**config.mk**
```make
export PLATFORM = sky130hd
export DESIGN_NAME = mem_access_unit_flat
export DESIGN_NICKNAME = d
export VERILOG_FILES = /design/src/rtl/mem_access_unit_if.sv /design/src/rtl/mem_access_unit.sv /design/src/flat_wrapper.sv
export SDC_FILE = /design/constraint.sdc
export NUM_CORES = 1
export LEC_CHECK = 0
export ABC_CLOCK_PERIOD_IN_PS = 4600
export BUFFER_PORTS_ARGS = -buffer_cell sky130_fd_sc_hd__buf_2
export CORE_UTILIZATION = 51
export DETAILED_ROUTE_END_ITERATION = 6
export GPL_TIMING_DRIVEN = 0
export HOLD_SLACK_MARGIN = 0.02
export PLACE_DENSITY = 0.89
export SLEW_MARGIN = 20
export SYNTH_ARGS = -nofsm -noshare
export SYNTH_HDL_FRONTEND = slang
export SYNTH_SLANG_ARGS = --single-unit
```
**constraint.sdc**
```tcl
create_clock -name CLOCK_50 -period 4.6 [get_ports CLOCK_50]
set_clock_uncertainty 0.1 [all_clocks]
set_input_delay 0.69 -clock CLOCK_50 [delete_from_list [all_inputs] [get_ports CLOCK_50]]
set_output_delay 0.69 -clock CLOCK_50 [all_outputs]
set_load 0.02 [all_outputs]
```
**src/rtl/mem_access_unit_if.sv**
```systemverilog
// Bundle of request/response and data_memory signals for mem_access_unit.
// The slave modport is the unit's view; master is the view of whatever
// sits around it (execute stage, writeback and data_memory together).
interface mem_access_unit_if #(
    parameter int ADDR_W = 16,
    parameter int DATA_W = 32
);
    logic              req_valid;
    logic              req_ready;
    logic              req_we;
    logic [1:0]        req_size;
    logic              req_signed;
    logic [ADDR_W+1:0] req_addr;
    logic [DATA_W-1:0] req_wdata;
    logic              resp_valid;
    logic [DATA_W-1:0] resp_rdata;
    logic              misalign;
    logic [ADDR_W-1:0] Mem_addr;
    logic [DATA_W-1:0] RF_Rd_data;
    logic              CNTRL_write_en;
    logic [DATA_W-1:0] Mem_data;

    modport slave (
        input  req_valid, req_we, req_size, req_signed, req_addr, req_wdata, Mem_data,
        output req_ready, resp_valid, resp_rdata, misalign, Mem_addr, RF_Rd_data, CNTRL_write_en
    );

    modport master (
        output req_valid, req_we, req_size, req_signed, req_addr, req_wdata, Mem_data,
        input  req_ready, resp_valid, resp_rdata, misalign, Mem_addr, RF_Rd_data, CNTRL_write_en
    );
endinterface

```
**src/rtl/mem_access_unit.sv**
```systemverilog
// Load/store sequencer in front of a word-wide, one-cycle-latency data_memory.
// Sub-word stores are done as read-modify-write; loads are lane-selected and
// sign/zero extended. All outputs come straight from flops.
// Optional macro MEM_MISALIGN_TRAP_EN: misaligned requests skip memory and
// complete with misalign=1. Without it, misaligned addresses are forced aligned.
module mem_access_unit #(
    parameter int ADDR_W = 16,
    parameter int DATA_W = 32
) (
    input  logic             CLOCK_50,
    input  logic             RESET,
    mem_access_unit_if.slave bus
);

    typedef enum logic [1:0] {IDLE, RD, CAPT, WR} state_t;

    state_t            state_q, state_d;
    logic              opWe_q, opWe_d;
    logic [1:0]        opSize_q, opSize_d;
    logic              opSigned_q, opSigned_d;
    logic [1:0]        opLane_q, opLane_d;
    logic [15:0]       opWdata_q, opWdata_d;
    logic              trap_q, trap_d;
    logic              reqReady_q, reqReady_d;
    logic              respValid_q, respValid_d;
    logic [DATA_W-1:0] respRdata_q, respRdata_d;
    logic              misalign_q, misalign_d;
    logic [ADDR_W-1:0] memAddr_q, memAddr_d;
    logic [DATA_W-1:0] wrData_q, wrData_d;
    logic              writeEn_q, writeEn_d;

    logic              misalignReq;
    logic [1:0]        acceptLane;
    logic [7:0]        laneByte;
    logic [15:0]       laneHalf;
    logic [DATA_W-1:0] loadResult;
    logic [DATA_W-1:0] mergedWord;

`ifdef MEM_MISALIGN_TRAP_EN
    assign misalignReq = (bus.req_size == 2'b01) ? bus.req_addr[0] :
                         (bus.req_size[1] ? (bus.req_addr[1:0] != 2'b00) : 1'b0);
`else
    assign misalignReq = 1'b0;
`endif

    // Lane of the incoming request, with the low address bits that do not
    // matter for halves/words dropped so the access is naturally aligned.
    always_comb begin
        acceptLane = 2'b00;
        if (bus.req_size == 2'b00) begin
            acceptLane = bus.req_addr[1:0];
        end else if (bus.req_size == 2'b01) begin
            acceptLane = {bus.req_addr[1], 1'b0};
        end
    end

    // Pick the addressed byte/half out of the word just read back.
    always_comb begin
        laneByte = bus.Mem_data[7:0];
        case (opLane_q)
            2'd1:    laneByte = bus.Mem_data[15:8];
            2'd2:    laneByte = bus.Mem_data[23:16];
            2'd3:    laneByte = bus.Mem_data[31:24];
            default: laneByte = bus.Mem_data[7:0];
        endcase
        laneHalf = opLane_q[1] ? bus.Mem_data[31:16] : bus.Mem_data[15:0];
    end

    // Extend the selected lane into the load result; word loads pass through.
    always_comb begin
        loadResult = bus.Mem_data;
        if (opSize_q == 2'b00) begin
            loadResult = {{24{opSigned_q & laneByte[7]}}, laneByte};
        end else if (opSize_q == 2'b01) begin
            loadResult = {{16{opSigned_q & laneHalf[15]}}, laneHalf};
        end
    end

    // Overlay the store lane(s) onto the read word, leaving other bytes alone.
    always_comb begin
        mergedWord = bus.Mem_data;
        if (opSize_q == 2'b00) begin
            case (opLane_q)
                2'd1:    mergedWord[15:8]  = opWdata_q[7:0];
                2'd2:    mergedWord[23:16] = opWdata_q[7:0];
                2'd3:    mergedWord[31:24] = opWdata_q[7:0];
                default: mergedWord[7:0]   = opWdata_q[7:0];
            endcase
        end else if (opLane_q[1]) begin
            mergedWord[31:16] = opWdata_q;
        end else begin
            mergedWord[15:0] = opWdata_q;
        end
    end

    // Sequencer next state and next values of every registered output.
    always_comb begin
        state_d     = state_q;
        opWe_d      = opWe_q;
        opSize_d    = opSize_q;
        opSigned_d  = opSigned_q;
        opLane_d    = opLane_q;
        opWdata_d   = opWdata_q;
        trap_d      = trap_q;
        memAddr_d   = memAddr_q;
        wrData_d    = wrData_q;
        respValid_d = 1'b0;
        respRdata_d = '0;
        misalign_d  = 1'b0;
        writeEn_d   = 1'b0;
        case (state_q)
            IDLE: begin
                if (bus.req_valid && reqReady_q) begin
                    opWe_d     = bus.req_we;
                    opSize_d   = bus.req_size;
                    opSigned_d = bus.req_signed;
                    opLane_d   = acceptLane;
                    opWdata_d  = bus.req_wdata[15:0];
                    trap_d     = misalignReq;
                    memAddr_d  = bus.req_addr[ADDR_W+1:2];
                    if (misalignReq) begin
                        state_d = WR;
                    end else if (bus.req_we && bus.req_size[1]) begin
                        state_d   = WR;
                        wrData_d  = bus.req_wdata;
                        writeEn_d = 1'b1;
                    end else begin
                        state_d = RD;
                    end
                end
            end
            RD: begin
                state_d = CAPT;
            end
            CAPT: begin
                if (opWe_q) begin
                    wrData_d  = mergedWord;
                    writeEn_d = 1'b1;
                    state_d   = WR;
                end else begin
                    respValid_d = 1'b1;
                    respRdata_d = loadResult;
                    state_d     = IDLE;
                end
            end
            WR: begin
                respValid_d = 1'b1;
                misalign_d  = trap_q;
                state_d     = IDLE;
            end
            default: begin
                state_d = IDLE;
            end
        endcase
        reqReady_d = (state_d == IDLE);
    end

    // State, latched request fields and output flops; reset abandons any
    // in-flight request and kills the write strobe immediately.
    always_ff @(posedge CLOCK_50 or posedge RESET) begin
        if (RESET) begin
            state_q     <= IDLE;
            opWe_q      <= 1'b0;
            opSize_q    <= 2'b00;
            opSigned_q  <= 1'b0;
            opLane_q    <= 2'b00;
            opWdata_q   <= '0;
            trap_q      <= 1'b0;
            reqReady_q  <= 1'b1;
            respValid_q <= 1'b0;
            respRdata_q <= '0;
            misalign_q  <= 1'b0;
            memAddr_q   <= '0;
            wrData_q    <= '0;
            writeEn_q   <= 1'b0;
        end else begin
            state_q     <= state_d;
            opWe_q      <= opWe_d;
            opSize_q    <= opSize_d;
            opSigned_q  <= opSigned_d;
            opLane_q    <= opLane_d;
            opWdata_q   <= opWdata_d;
            trap_q      <= trap_d;
            reqReady_q  <= reqReady_d;
            respValid_q <= respValid_d;
            respRdata_q <= respRdata_d;
            misalign_q  <= misalign_d;
            memAddr_q   <= memAddr_d;
            wrData_q    <= wrData_d;
            writeEn_q   <= writeEn_d;
        end
    end

    assign bus.req_ready      = reqReady_q;
    assign bus.resp_valid     = respValid_q;
    assign bus.resp_rdata     = respRdata_q;
    assign bus.misalign       = misalign_q;
    assign bus.Mem_addr       = memAddr_q;
    assign bus.RF_Rd_data     = wrData_q;
    assign bus.CNTRL_write_en = writeEn_q;

endmodule

```
**src/flat_wrapper.sv**
```systemverilog
// flat-port wrapper written by rule: the top's interface ports become plain ports
module mem_access_unit_flat 
#(
    parameter int ADDR_W = 16,
    parameter int DATA_W = 32
)
  (CLOCK_50, RESET, bus_req_valid, bus_req_we, bus_req_size, bus_req_signed, bus_req_addr, bus_req_wdata, bus_Mem_data, bus_req_ready, bus_resp_valid, bus_resp_rdata, bus_misalign, bus_Mem_addr, bus_RF_Rd_data, bus_CNTRL_write_en);
  mem_access_unit_if #(.ADDR_W(ADDR_W), .DATA_W(DATA_W)) bus_i ();
  input  logic CLOCK_50;
  input  logic RESET;
  input wire logic [$bits(bus_i.req_valid)-1:0] bus_req_valid;
  input wire logic [$bits(bus_i.req_we)-1:0] bus_req_we;
  input wire logic [$bits(bus_i.req_size)-1:0] bus_req_size;
  input wire logic [$bits(bus_i.req_signed)-1:0] bus_req_signed;
  input wire logic [$bits(bus_i.req_addr)-1:0] bus_req_addr;
  input wire logic [$bits(bus_i.req_wdata)-1:0] bus_req_wdata;
  input wire logic [$bits(bus_i.Mem_data)-1:0] bus_Mem_data;
  output wire logic [$bits(bus_i.req_ready)-1:0] bus_req_ready;
  output wire logic [$bits(bus_i.resp_valid)-1:0] bus_resp_valid;
  output wire logic [$bits(bus_i.resp_rdata)-1:0] bus_resp_rdata;
  output wire logic [$bits(bus_i.misalign)-1:0] bus_misalign;
  output wire logic [$bits(bus_i.Mem_addr)-1:0] bus_Mem_addr;
  output wire logic [$bits(bus_i.RF_Rd_data)-1:0] bus_RF_Rd_data;
  output wire logic [$bits(bus_i.CNTRL_write_en)-1:0] bus_CNTRL_write_en;
  assign bus_i.req_valid = bus_req_valid;
  assign bus_i.req_we = bus_req_we;
  assign bus_i.req_size = bus_req_size;
  assign bus_i.req_signed = bus_req_signed;
  assign bus_i.req_addr = bus_req_addr;
  assign bus_i.req_wdata = bus_req_wdata;
  assign bus_i.Mem_data = bus_Mem_data;
  assign bus_req_ready = bus_i.req_ready;
  assign bus_resp_valid = bus_i.resp_valid;
  assign bus_resp_rdata = bus_i.resp_rdata;
  assign bus_misalign = bus_i.misalign;
  assign bus_Mem_addr = bus_i.Mem_addr;
  assign bus_RF_Rd_data = bus_i.RF_Rd_data;
  assign bus_CNTRL_write_en = bus_i.CNTRL_write_en;
  mem_access_unit #(.ADDR_W(ADDR_W), .DATA_W(DATA_W)) u_core (.CLOCK_50(CLOCK_50), .RESET(RESET), .bus(bus_i));
endmodule
```
==> run summary, run 1 <==
Worst path buffer plus inverter count: 2
Fillers: 782
Syn avg cell area: 11.0 sq um
Syn Inst Count: 484
Cts repair resizes: 0
Hold/Removal Path Class: primary input to asynchronous set/reset pin
Fin. Hold Viols: 0
GRT Total Usage: 0.284
IO Port Bufs: 171
Worst-Margin Slew: 0.657 ns
Most common cell in the synthesized netlist: dfrtp_1
Die H: 104 microns
Cts hold-fix bufs: 0
Die span in x: 104 microns
Net Count, Synth: 573
CP Capture Type: register
Distinct cells, synth: 42
Worst EP required: 4.75 ns
Critical Path Start: u_core.bus.req_ready$_DFF_PP1_
Sequential share of the synthesized area: 0.501
Die area: 10,900 sq um
Top-area cell type share of the netlist area: 0.496
Highest clock rate: 501 MHz
Status: finished clean
CP top delay family: buffers and inverters
Worst setup path endpoint: u_core.opSigned_q$_DFFE_PP0P_
WHS: 0.216 ns
Grt total ovfl: 0
Slew HR: 0.562
Pin count of the biggest net entering global routing: 63
Total CTS buffers: 9
Clk Latency, worst-skew pair: 0.37 ns
Syn. warnings: 0
R2R Path End: u_core.opSigned_q$_DFFE_PP0P_
Post-synth EDFFs: 0
Post-route ant nets: 0
Place WS: 2.43 ns
H-tree level count: 3
Pins over their slew limit: 0
Yosys reg bits: 107
Vias in the first global route: 4,552
Synth top area cells: dfrtp_1 (50%), mux2_2 (12%), mux2i_1 (6.0%), a21oi_1 (5.2%), nand2_1 (3.8%)
Worst r2r path cells: 4
Clock buffer depth: 2
Antenna Cells: 0
Clock slew at the register clock pins of the worst setup and hold paths: 0.10 ns
Fin crit share: 0.434
Non-Filler Cell Area, Final: 6590 sq um
WL per Instance: 18.7 microns
CTS Sinks: 107
Leak: 0.00328 uW
WS Path Type: register to register
Crit path depth: 4
Setup Viol. Count Final: 0
Routed vias: 4,616
Initial antenna violation count: 0
Async SR Flop Fraction: 1.00
CTS Root Cell: clkbuf_8
Cell Rows: 36
Reg2Reg Setup Slack: 2.60 ns
Final WS setup: 2.60 ns
RR Startpoint: u_core.bus.req_ready$_DFF_PP1_
Starting Density: 0.537
Final core utilization: 0.662
Post-CTS setup buffer count: 0
Critical Path Source Type: register
Area delta synth->final: 23.3%
Share of cells above drive strength 1: 0.457
Most used DFF post-synth: dfrtp_1
Max Cap Viol: 0
Critical path cell sequence: nor4bb_1, buf_2, buf_2, mux2_2
Cell with the largest stage delay on the worst path: dfstp_2
Routability cong.: 0.936
I/O pin count: 173
Cell Area, Synth: 5340 sq um
1st-pass router iterations: 5
DPL Wire Length: 11,500 microns
First-pass GRT wire length: 23,900 microns
PD cells: 690 nW/um^2
DP Area: 6400 sq um
Drt first-iter violations: 425
RSZ-0062 raised after global routing: no
# DRC: 0
Vias per cell: 5.73
Min cycle time layout: 2.00 ns
VDD IR max: 416 uV
Top cells by count, synth: dfrtp_1 (106), mux2_2 (57), a21oi_1 (56)
CP max FO: 10
DP Cell Count: 789
Worst path max stage delay: 0.55 ns
Critical Path AT: 2.15 ns
CTS tree: yes
Wirelength, routed: 15,100 microns
Nets@finish: 756
Core ar.: 9950 sq um
Yosys top cell by area: dfrtp_1
Most Frequent Cell on Critical Path: buf_2
Fin cells: 805
==> layer usage <==
layer	GRT usage	wire, microns	part of all wire
met5	0	0	0
met4	0.138	504	0.033
met3	0.0457	1190	0.079
met2	0.457	7180	0.48
met1	0.372	6190	0.41
==> sequential cells by signal, summed over array words and instances (netlist names) <==
| register | cells |
|---|---|
| u_core.opWdata_q | 16 |
| u_core.bus.req_ready | 1 |
| u_core.opWe_q | 1 |
| u_core.opSigned_q | 1 |
| u_core.bus.resp_rdata | 32 |
| u_core.bus.resp_valid | 1 |
| u_core.opLane_q | 2 |
| u_core.bus.RF_Rd_data | 32 |
| u_core.bus.CNTRL_write_en | 1 |
| u_core.opSize_q | 2 |
| u_core.state_q | 2 |
| u_core.bus.Mem_addr | 16 |
==> power by group <==
part           total [uW]  internal [uW]  switching (uW)
Sequential           1610           1340             269
Clock                 549            231             318
Combinational        2380            929            1450
==> final cells by class <==
type	instances	area, sq um	area share
clock buffers	12	155	0.0236
clock inverters	4	33.8	0.00513
plain buffers	34	195	0.0296
multi-input cells	329	2410	0.366
well taps	133	166	0.0253
flip-flops and latches	107	2680	0.407
repair buffers	172	883	0.134
inverters	14	60.1	0.00912
==> how the worst min path moves through the flow <==
stage | slack [ns] | end | cells after the start | startpoint
floorplan | 0.40 | u_core.opWdata_q[8]$_DFFE_PP0P_ | 1 | u_core.opWdata_q[8]$_DFFE_PP0P_
CTS | 0.23 | u_core.bus.resp_rdata[28]$_DFF_PP0_ | 2 | RESET
finish | 0.22 | u_core.bus.resp_rdata[28]$_DFF_PP0_ | 2 | RESET
global route | 0.24 | u_core.bus.resp_rdata[28]$_DFF_PP0_ | 2 | RESET
global placement | 0.37 | u_core.bus.RF_Rd_data[16]$_DFFE_PP0P_ | 2 | u_core.bus.RF_Rd_data[16]$_DFFE_PP0P_
detailed placement | 0.37 | u_core.bus.RF_Rd_data[18]$_DFFE_PP0P_ | 2 | u_core.bus.RF_Rd_data[18]$_DFFE_PP0P_
==> metrics by stage <==
stage                     setup TNS (ns)  power (uW)
after floorplan                        0        3250
after global placement             -7.09        3890
after detailed placement               0        3980
after CTS                              0        4530
after global routing                   0        4800
final                                  0        4550
==> kinds of logic after synthesis <==
group           share of synthesized area
compound gates                      0.167
buf+inv                            0.0468
flops                               0.501
mux                                 0.189
other cells                      0.000702
simple gates                       0.0958
==> cells in the final DEF, fill, tap and decap left out, types with 4 or more instances in the layout <==
cell type  netlist  routed
buf_2           18     189
a221oi_1         8       8
mux2i_1         32      32
o211ai_2        13      13
buf_6            4       4
nand3_2         10      10
nand2b_1         4       4
buf_4            4       4
buf_1            4       4
dfrtp_1        106     106
nand2_1         54      54
o22ai_1         16      16
a21oi_1         56      56
o21ai_0         17      17
nor2_1          21      21
clkbuf_8         0      11
mux2_2          57      57
clkbuf_1         4       5
o221ai_1         7       7
inv_1           11      10
nand3_1          8       8
o21ai_1          5       5
No activity file was read; power rests on OpenSTA's default activity.
==> run 2: changes to the inputs <==
--- a/config.mk
+++ b/config.mk
@@ -5,13 +5,13 @@
 export SDC_FILE = /design/constraint.sdc
 export NUM_CORES = 1
 export LEC_CHECK = 0
-export ABC_CLOCK_PERIOD_IN_PS = 4600
+export ABC_CLOCK_PERIOD_IN_PS = 1700
 export BUFFER_PORTS_ARGS = -buffer_cell sky130_fd_sc_hd__buf_2
-export CORE_UTILIZATION = 51
+export CORE_UTILIZATION = 46
 export DETAILED_ROUTE_END_ITERATION = 6
 export GPL_TIMING_DRIVEN = 0
 export HOLD_SLACK_MARGIN = 0.02
-export PLACE_DENSITY = 0.89
+export PLACE_DENSITY = 0.85
 export SLEW_MARGIN = 20
 export SYNTH_ARGS = -nofsm -noshare
 export SYNTH_HDL_FRONTEND = slang
==> constraint.sdc (replaced) <==
create_clock -name CLOCK_50 -period 1.7 [get_ports CLOCK_50]
set_clock_uncertainty 0.1 [all_clocks]
set_input_delay 0.255 -clock CLOCK_50 [delete_from_list [all_inputs] [get_ports CLOCK_50]]
set_output_delay 0.255 -clock CLOCK_50 [all_outputs]
set_load 0.02 [all_outputs]
==> run 2 against run 1 <==
The run now ends with negative setup slack left. Wire length increased by 11%. Worst hold slack got worse by 0.19 ns. Sequential cell count unchanged. Critical path depth increased by 2. Via count increased by 4.6%. Die area increased by 11%. Power increased to 3.2 times the previous value. Critical path type unchanged. Largest cell class unchanged.
==> run summary, run 2 (synthesis results as in run 1) <==
Clock slew at the register clock pins of the worst setup and hold paths: 0.07 ns
Nets@finish: 786
CP Capture Type: register
GR peak layer: met2
Slew HR: 0.645
Area delta synth->final: 38.7%
Worst EP required: 1.83 ns
Total CTS buffers: 9
Clk Latency, worst-skew pair: 0.36 ns
Fin crit share: 1.06
Met1 Use GR: 0.357
Vias per cell: 5.73
Wirelength, routed: 16,700 microns
Most frequent cells in the layout: buf_2 (179), dfrtp_1 (103), mux2_2 (57)
Pin count of the biggest net entering global routing: 37
Fin cells: 842
Share of cells above drive strength 1: 0.560
Die H: 110 microns
Min-delay src: bus_req_addr[11]
Post-route ant nets: 0
Initial antenna violation count: 0
WS Path Type: register to register
Area of the multi-input gates: 2670 sq um
GRT Total Usage: 0.279
Pins over their slew limit: 0
Leak: 0.00357 uW
VDD IR max: 1290 uV
Most common cell after layout, fill and taps aside: buf_2
RR Startpoint: u_core.opSize_q[0]$_DFFE_PP0P_
Final core utilization: 0.669
CP max FO: 6
CTS tree: yes
RSZ-0062 raised after global routing: yes
Vias in the first global route: 4,718
Critical Path Start: u_core.opSize_q[0]$_DFFE_PP0P_
Die span in x: 110 microns
H-tree level count: 3
Status: finished, violations left
Starting Density: 0.482
Hold/Removal Path Class: primary input to register
Fillers: 846
Clock buffer depth: 2
Highest clock rate: 556 MHz
1st-pass router iterations: 5
Fin. Hold Viols: 0
First-pass GRT wire length: 24,800 microns
Place WS: -0.272 ns
Drt first-iter violations: 408
Core ar.: 11,100 sq um
Min cycle time layout: 1.80 ns
Reg2Reg Setup Slack: -0.1 ns
WL per Instance: 19.8 microns
Antenna Cells: 0
Die area: 12,000 sq um
Worst path buffer plus inverter count: 2
Failing checks: negative setup slack
Sequential cell area: 2680 sq um
Worst path max stage delay: 0.47 ns
Global routing usage on met3: 0.0622
PD cells: 1940 nW/um^2
Met2 usage: 0.448
IO Port Bufs: 171
DPL Wire Length: 12,000 microns
CTS Root Cell: clkbuf_16
Max Cap Viol: 0
DP Cell Count: 798
Routed vias: 4,827
CTS Sinks: 107
I/O pin count: 173
Critical path cell sequence: or2_1, buf_6, o21ai_4, buf_4, mux2i_2, o211ai_2
Cell Rows: 38
CP top delay family: flip-flops
Critical Path Source Type: register
Cell with the largest stage delay on the worst path: dfrtp_2
Routability cong.: 0.857
Worst-Margin Slew: 0.532 ns
# DRC: 0
Setup Viol. Count Final: 54
Grt total ovfl: 0
Final WS setup: -0.0993 ns
Critical Path AT: 1.93 ns
[run 2: cell types whose count changed in the layout (fill, tap and decap cells not counted), sizes merged]
cell | previous run | this run
clkinvlp | 1 | 2
inv | 15 | 13
bufinv | 0 | 2
dlygate4sd3 | 0 | 4
buf | 202 | 223
clkbuf | 16 | 19
clkinv | 2 | 3
[run 2: worst register-to-register path: stages (launching register included)]
cell      delay, ns
dfrtp_2        0.47
or2_1          0.24
buf_6          0.14
o21ai_4        0.16
buf_4          0.17
mux2i_2        0.30
o211ai_2       0.11
[run 2: routing by layer]
layer	vias up	part of all wire
met5	-	0
met4	0	0.031
met3	39	0.086
met2	252	0.48
met1	2359	0.40
li1	2177	-
[run 2: metrics by stage]
step	power, uW	hold WS (ns)	area, sq um	TNS (ns)
final	14400	0.0248	7410	-1.74
after global routing	15100	0.0280	7410	-7.04
after CTS	13700	0.0209	7070	-3.54
after detailed placement	10900	0.115	6460	-11.62
after global placement	10600	0.370	6400	-62.43
after floorplan	8820	0.268	5370	-1.02
[run 2: where the power goes]
| group | switching [uW] | internal (uW) |
|---|---|---|
| sequential | 825 | 3650 |
| combinational | 4350 | 3230 |
| clock | 965 | 1330 |
[run 2: worst paths after layout]
check / end / cells past startpoint
setup reg to reg: u_core.bus.RF_Rd_data[18]$_DFFE_PP0P_ / 6
max in group asynchronous: u_core.bus.req_ready$_DFF_PP1_ / 4
hold reg to reg: u_core.bus.RF_Rd_data[17]$_DFFE_PP0P_ / 2
min in group asynchronous: u_core.bus.Mem_addr[15]$_DFFE_PP0P_ / 3
hold / removal: u_core.bus.Mem_addr[9]$_DFFE_PP0P_ / 2
setup / recovery: u_core.bus.RF_Rd_data[18]$_DFFE_PP0P_ / 6
[run 2: layout make-up]
cell class | instances | area share
Multi-Input combinational cell | 329 | 0.360
Clock inverter | 6 | 0.0117
Inverter | 14 | 0.00827
Sequential cell | 107 | 0.362
Tap cell | 140 | 0.0236
Buffer | 32 | 0.0383
Clock buffer | 10 | 0.0323
Timing Repair Buffer | 204 | 0.164
[run 2: timing repair]
| item | 4_1_cts | 5_1_grt |
|---|---|---|
| hold buffers | 4 | 0 |
| pin swaps | 8 | 9 |
| resized for setup | 40 | 69 |
| endpoints found under the hold margin | 81 | 0 |
| setup endpoints to repair | 88 | 97 |
| cloned | 1 | 3 |
| buffers inserted | 13 | 10 |
==> run 3: changes to the inputs <==
--- a/config.mk
+++ b/config.mk
@@ -11,7 +11,7 @@
 export DETAILED_ROUTE_END_ITERATION = 6
 export GPL_TIMING_DRIVEN = 0
 export HOLD_SLACK_MARGIN = 0.02
-export PLACE_DENSITY = 0.85
+export PLACE_DENSITY = 0.82
 export SLEW_MARGIN = 20
 export SYNTH_ARGS = -nofsm -noshare
 export SYNTH_HDL_FRONTEND = slang
==> run 3 against run 2 <==
The run still ends with negative setup slack left. Combinational power shrank 1%. First-iteration DRC count is 20% lower. Clock-buffer cell count decreased by 1. Register-to-register slack barely moved. Global-route usage increased by 0.16 points. Power is 2.0% lower. Non-clock buffer count decreased by 5. Critical path depth increased by 1. Sequential power about the same.
==> run summary, run 3 (synthesis results as in run 1) <==
Share of cells above drive strength 1: 0.548
Pin count of the biggest net entering global routing: 37
Highest clock rate: 556 MHz
Status: finished, violations left
Fin crit share: 1.06
Clk Latency, worst-skew pair: 0.36 ns
Die span in x: 110 microns
CTS Sinks: 107
WL per Instance: 19.8 microns
CTS Root Cell: clkbuf_16
CP Capture Type: register
CTS tree: yes
# DRC: 0
I/O pin count: 173
H-tree level count: 3
Cell with the largest stage delay on the worst path: dfstp_2
WS Path Type: register to register
Die H: 110 microns
Initial antenna violation count: 0
Max Cap Viol: 0
Clock buffer depth: 2
Most common cell after layout, fill and taps aside: buf_2
Antenna Cells: 0
GRT Total Usage: 0.280
Power, Total: 14,100 uW
First-pass GRT wire length: 24,700 microns
Clock slew at the register clock pins of the worst setup and hold paths: 0.08 ns
Routability cong.: 0.881
PD cells: 1920 nW/um^2
Vias in the first global route: 4,587
VDD IR max: 1010 uV
Worst path max stage delay: 0.37 ns
Fin cells: 837
Die area: 12,000 sq um
CP max FO: 7
Final core utilization: 0.663
Critical path cell sequence: nor4bb_2, buf_4, a32oi_4, clkinv_4, clkbuf_16, nand3_2, o211ai_2
Core ar.: 11,100 sq um
Setup Viol. Count Final: 67
Critical Path AT: 1.93 ns
Pins over their slew limit: 0
Cell Rows: 38
Place WS: -0.227 ns
Drt first-iter violations: 328
DP Cell Count: 798
Leak: 0.00352 uW
DPL Wire Length: 11,800 microns
Wirelength, routed: 16,500 microns
Fin. Hold Viols: 0
Vias per cell: 5.80
Worst EP required: 1.83 ns
Most frequent cells in the layout: buf_2 (179), dfrtp_1 (105), mux2_2 (56)
CP top delay family: buffers and inverters
Total CTS buffers: 9
Nets@finish: 781
Worst-Margin Slew: 0.661 ns
Hold/Removal Path Class: primary input to register
WHS Path Cells: 2
Failing checks: negative setup slack
Slew HR: 0.558
Min cycle time layout: 1.80 ns
Grt total ovfl: 0
Routed vias: 4,852
Critical Path Source Type: register
Starting Density: 0.482
Post-route ant nets: 0
IO Port Bufs: 171
Final WS setup: -0.0983 ns
RSZ-0062 raised after global routing: yes
Area delta synth->final: 37.4%
Crit path depth: 7
Worst r2r path cells: 7
1st-pass router iterations: 5
Worst path buffer plus inverter count: 3
[run 3: cell count changes in the layout (fill, tap and decap cells not counted), sizes merged]
| cell | delta |
|---|---|
| buf | -8 |
| bufinv | -1 |
| clkinvlp | +2 |
| dlygate4sd3 | +2 |
[run 3: area by class of cell]
type | instances | area (sq um)
inverters | 14 | 61.3
clock inverters | 7 | 77.6
fillers | 863 | 3740
well taps | 140 | 175
repair buffers | 199 | 1190
multi-input cells | 329 | 2680
clock buffers | 9 | 225
plain buffers | 32 | 249
flip-flops and latches | 107 | 2680
[run 3: worst paths after layout]
kind                                                       start                               endpoint  slack, ns
setup / recovery                  u_core.bus.req_ready$_DFF_PP1_   u_core.bus.RF_Rd_data[2]$_DFFE_PP0P_       -0.1
hold / removal                                   bus_req_addr[3]     u_core.bus.Mem_addr[1]$_DFFE_PP0P_       0.03
setup reg to reg                  u_core.bus.req_ready$_DFF_PP1_   u_core.bus.RF_Rd_data[2]$_DFFE_PP0P_       -0.1
hold reg to reg            u_core.bus.RF_Rd_data[19]$_DFFE_PP0P_  u_core.bus.RF_Rd_data[19]$_DFFE_PP0P_       0.39
max in group asynchronous                                  RESET         u_core.bus.req_ready$_DFF_PP1_       0.58
min in group asynchronous                                  RESET   u_core.bus.RF_Rd_data[6]$_DFFE_PP0P_       0.36
[run 3: stage by stage]
stage / hold WS [ns] / area (sq um) / TNS [ns]
2_1_floorplan: 0.268 / 5370 / -1.02
3_3_place_gp: 0.367 / 6400 / -62.53
3_5_place_dp: 0.199 / 6460 / -7.28
4_1_cts: 0.0207 / 7060 / -1.98
5_1_grt: 0.0238 / 7340 / -8.66
6_report: 0.0273 / 7340 / -2.60
[run 3: layer usage]
layer  global-route usage  share of wire
met5                    0              0
met4                0.144          0.043
met3               0.0533          0.084
met2                0.447           0.48
met1                0.364           0.40
[run 3: what timing repair did]
| action | CTS | global route |
|---|---|---|
| gates resized for setup | 36 | 59 |
| pin swaps | 3 | 7 |
| endpoints found under the hold margin | 19 | 0 |
| buffers inserted | 10 | 7 |
| hold buffers | 6 | 0 |
| endpoints found under the setup margin | 78 | 98 |
| gates cloned | 1 | 1 |
[run 3: power breakdown]
part	internal, uW	switching [uW]
sequential	3640	796
clock	1150	984
combinational	3150	4340
